==> config.mk <==
export PLATFORM = sky130hd
export DESIGN_NAME = simon_lfsr
export DESIGN_NICKNAME = d
export VERILOG_FILES = /design/src/rtl/simon_pkg.sv /design/src/rtl/simon_lfsr.sv
export SDC_FILE = /design/constraint.sdc
export NUM_CORES = 1
export LEC_CHECK = 0
export CAP_MARGIN = 20
export CORE_AREA = 8 8 45 47
export CTS_BUF_LIST = sky130_fd_sc_hd__clkbuf_4
export CTS_CLUSTER_DIAMETER = 50
export DETAILED_ROUTE_END_ITERATION = 8
export DIE_AREA = 0 0 53 55
export PLACE_DENSITY = 0.71
export SYNTH_ARGS = -nofsm -noshare
export SYNTH_HDL_FRONTEND = slang
export SYNTH_SLANG_ARGS = --single-unit
==> constraint.sdc <==
create_clock -name clk -period 1.1 [get_ports clk]
set_input_delay 0.165 -clock clk [delete_from_list [all_inputs] [get_ports clk]]
set_output_delay 0.165 -clock clk [all_outputs]
set_load 0.05 [all_outputs]
==> src/rtl/simon_pkg.sv <==
// Shared types and constants for the Simon round checker.
package simon_pkg;

    typedef enum logic [1:0] {
        StIdle  = 2'd0,
        StCheck = 2'd1,
        StPass  = 2'd2,
        StFail  = 2'd3
    } chk_state_t;

    localparam int unsigned KEY_W         = 2;
    localparam logic [7:0]  LFSR_TAPS     = 8'hB8;
    localparam logic [7:0]  SEED_FALLBACK = 8'h01;

endpackage

==> src/rtl/simon_lfsr.sv <==
// Fibonacci LFSR (taps 8,6,5,4), shifts left with feedback into bit 0.
// Load has priority over step.
module simon_lfsr
    import simon_pkg::*;
#(
    parameter int unsigned W = 8
) (
    input  logic         clk,
    input  logic         rst,
    input  logic         load,
    input  logic [W-1:0] load_val,
    input  logic         step,
    output logic [W-1:0] q
);

    logic [W-1:0] q_q, q_d;
    logic [W-1:0] taps;
    logic         fb;

    assign taps = W'(LFSR_TAPS);

    always_comb begin
        fb  = ^(q_q & taps);
        q_d = q_q;
        if (load) begin
            q_d = load_val;
        end else if (step) begin
            q_d = {q_q[W-2:0], fb};
        end
    end

    always_ff @(posedge clk or negedge rst) begin
        if (!rst) begin
            q_q <= W'(SEED_FALLBACK);
        end else begin
            q_q <= q_d;
        end
    end

    assign q = q_q;

endmodule

==> results list <==
* Final non-filler cell total: 81
* Cell accounting for the most synthesized area: sky130_fd_sc_hd__dfrtp_1
- At the worst endpoint, the required time is ~0.94 ns.
- The detail route stage leaves a number of antenna-violating nets equal to 0.
- Summing the areas of all fa, ha and maj instances in the mapped netlist gives 0% of the synthesized area.
* Met3 wire length: between 80 and 90 µm
- In the synthesized netlist, mux cells make up between 10% and 20% of the area.
- The tree is rooted in a sky130_fd_sc_hd__clkbuf_4.
* Peak Freq: between 900 and 1000 MHz
- Pin placement for this block handled 20 I/O pins.
- The final critical path takes up 100% of the cycle.
* Die Span X: 53 µm
- In this design, the largest share of critical-path delay is due to flip-flops.
* Number of vias per cell: roughly 4.4
* Final setup violation count: 0
* Number of inserted diodes: 0
- Global routing used under 10% of the available tracks.
- Routability-driven placement finished with a final weighted congestion of 0.737.
- Pre-antenna DRT Iters: 4
- The floorplan step set the die height to 55 µm.
- The number of hold violations in the final report is 0.
* Die outline area: 0.00292 mm²
- Of the total synthesized cell area, the portion taken by AND, OR, NAND and NOR gates is between 10% and 20%.
* Met1 Routed Length: around 410 µm
* Endpoint class of the critical path: output port
- Sorting the synthesized cells by area gives the leading types as sky130_fd_sc_hd__dfrtp_1 (44%), sky130_fd_sc_hd__mux2i_1 (18%), sky130_fd_sc_hd__o21ai_0 (8.9%), sky130_fd_sc_hd__dfstp_2 (6.6%), sky130_fd_sc_hd__nand2_1 (6.6%).
- At the placement stage, the worst setup path has a slack of -0.107 ns.
* Floorplan row count: 14
* Worst-path clk slew: 0.06 ns
- Syn_nets: 50
- Across the VDD grid, the largest voltage drop is roughly 0.82 mV.
- Top routing layer used: met4
* Top cells by instance count after synthesis: sky130_fd_sc_hd__dfrtp_1 (7), sky130_fd_sc_hd__mux2i_1 (7), sky130_fd_sc_hd__nand2_1 (7), sky130_fd_sc_hd__o21ai_0 (7), sky130_fd_sc_hd__xor2_1 (2)
- Fraction of power spent switching nets: between 30% and 40%
* Depth of the worst register-to-register path: 4
- Core Footprint: roughly 0.0014 mm²
* Clock tree from TritonCTS: yes
- Resized cells post-CTS: 0
- Total half-perimeter wirelength after legalization and detailed placement: 777 µm
- In this run, placement finished with an instance count of 76.
- For the final database, setup skew stands at roughly 0.010 ns.
- Clock sink count: 8
- Number of buffers added by the clock tree synthesis step: 3
* Dominant register cell in the synthesized netlist: sky130_fd_sc_hd__dfrtp_1
- Max H-tree Level: 1
- From synthesis to final layout, the design area changed by 90.5%.
- Combinational family with the most area after synthesis: multiplexers
* Number of flip-flops under the largest register name: 8
* Post-Synthesis Cell Area: just under 400 µm²
- In this run the power density over the cells is ~1400 mW/mm².
* Mean Syn Cell Area: 10.4 µm²
* Unique masters post-synth: 13
- Number of nets in the final layout: 78
- After detailed placement, the total cell area comes to around 720 µm².
- Of the total synthesized cell area, the portion taken by XOR and XNOR cells is ~6.6%.
- Total met2 wirelength after detailed routing: between 400 and 500 µm
- Initial Utilization: 28.6%
* Pins Over Slew Limit: 0
- Sequential cells burn 35.9% of the power.
- At the pin with the least slew margin, the transition time is between 0.3 and 0.4 ns.
* Portion of total power attributed to the clock network: roughly 25%
- The path class of the tightest hold or removal check is in -> async.
- WL per Instance: ~12 µm
- Crit path depth: 1
- Total number of vias: between 300 and 400
- In this run the worst path has a maximum fanout of 2.
- Crit path buffers/inverters: 1
- Worst-path cell chain: buf_12
- Async SR Flop Fraction: between 90% and 100%
- P_leak: between 0.3 and 0.4 nW
- Combinational cells account for between 30% and 40% of the total power.
- The first global-routing pass estimated roughly 1.4 mm of wire.
* CP Class: reg -> out
- The later pin in the worst-skew pair is clocked with a latency of 0.26 ns.
- Initial antenna violation count: 0
- Port Buffer Count: 19
- Fraction of layout cells with a size suffix above 1: ~35%
- Crit path time final: roughly 1.1 ns
* EDFF count, synth: 0
* Internal Pwr Total: between 700 and 800 µW
- Drt total wl: roughly 1000 µm
- Remaining DRCs: 0
- Pin count of the biggest net entering global routing: 15
- Summing the areas of all compound-gate instances in the mapped netlist gives around 11% of the synthesized area.
* Final standard cell area without fillers: approximately 750 µm²
* PnR worst setup slack: roughly 0.00048 ns
- WP data arrival: 0.93 ns
* Post-synthesis sequential area ratio: 50.9%
* Worst setup SP type: flop
- The largest single stage delay on the critical path is 0.55 ns.
- Synthesis produced 38 cells.
* Share of Yosys cell area claimed by the top area cell type: between 40% and 50%
* Worst-case headroom to the max-slew limit: between 70% and 80%
* Run status: complete, no violations
* Max clock buf depth: 2
- Via count of the first global-routing pass: 350
* Net switching component of the power: around 350 µW
- The layout has 121 filler cells.
- # Max-Cap Violations: 0
- For this run the aggregate overflow at the end of global routing stands at 0.
- Number of synthesized register bits: 8
- For this block, the initial DRC count from the detailed router was 6.
* Critical path's slowest cell: sky130_fd_sc_hd__dfstp_2
* Setup total negative slack: 0 ns
- Synthesis warning total: 0
- Unrepaired setup endpoints after global routing: true
- Cts-stage hold buffer count: 0
path summary, 6_finish.rpt:
check / slack (ns) / end / startpoint
max in group asynchronous: 0.59 / q[0] / rst
min: 0.19 / q[6] / rst
max: 0.0005 / q[0] / q[0]
max reg2reg: 0.07 / q[0] / q[0]
min reg2reg: 0.64 / q[7] / q[7]
min in group clk: 0.47 / q[7] / load_val[7]
cells in the final DEF (no fill, tap or decap):
cell type                         instances
sky130_fd_sc_hd__clkdlybuf4s50_1         11
sky130_fd_sc_hd__buf_12                   8
sky130_fd_sc_hd__mux2i_1                  7
sky130_fd_sc_hd__nand2_1                  7
sky130_fd_sc_hd__o21ai_0                  7
sky130_fd_sc_hd__buf_4                    6
sky130_fd_sc_hd__clkbuf_4                 4
sky130_fd_sc_hd__dfrtp_2                  4
sky130_fd_sc_hd__dfrtp_1                  3
sky130_fd_sc_hd__xor2_1                   2
sky130_fd_sc_hd__xnor2_1                  1
sky130_fd_sc_hd__nand2b_1                 1
sky130_fd_sc_hd__nor3b_1                  1
sky130_fd_sc_hd__a21oi_1                  1
sky130_fd_sc_hd__o21ai_1                  1
sky130_fd_sc_hd__dfstp_2                  1
cell type report:
class	count	area, µm²	share of cell area [%]
Timing Repair Buffer	25	315	41.9
Sequential cell	8	206	27.4
Multi-Input combinational cell	28	181	24.1
Clock buffer	4	30.0	3.99
Tap cell	16	20.0	2.66
logic make-up (layout without fill, tap and decap cells):
logic type / after synthesis / after routing
AO/OA/AOI/OAI: 9 / 9
buffers and inverters: 2 / 29
AND/OR/NAND/NOR: 9 / 9
XOR/XNOR: 3 / 3
multiplexers: 7 / 7
flip-flops: 8 / 8
power by group through the flow:
stage / Combinational (mW) / Clock (mW) / Sequential, mW
2_1_floorplan: 0.0807 / 0 / 0.489
3_3_place_gp: 0.408 / 0 / 0.392
3_5_place_dp: 0.413 / 0 / 0.393
4_1_cts: 0.423 / 0.279 / 0.386
5_1_grt: 0.440 / 0.295 / 0.390
6_report: 0.419 / 0.268 / 0.385
layer usage:
layer | GRT usage (%) | up-vias
li1 | - | 183
met1 | 7.11 | 158
met2 | 9.57 | 14
met3 | 3.74 | 2
met4 | 7.76 | 0
met5 | 0 | -
through the flow:
stage	total power, mW	hold WS (ns)	util, %
2_1_floorplan	0.570	-0.131	-
3_3_place_gp	0.800	0.466	51.7
6_report	1.07	0.186	54.4
3_5_place_dp	0.805	0.473	51.7
4_1_cts	1.09	0.192	54.4
5_1_grt	1.13	0.202	54.4
what timing repair did:
item	CTS	global route
endpoints found under the setup margin	1	1
setup buffers	1	0
hold endpoints to repair	0	0
(Power assumes the default switching activity.)
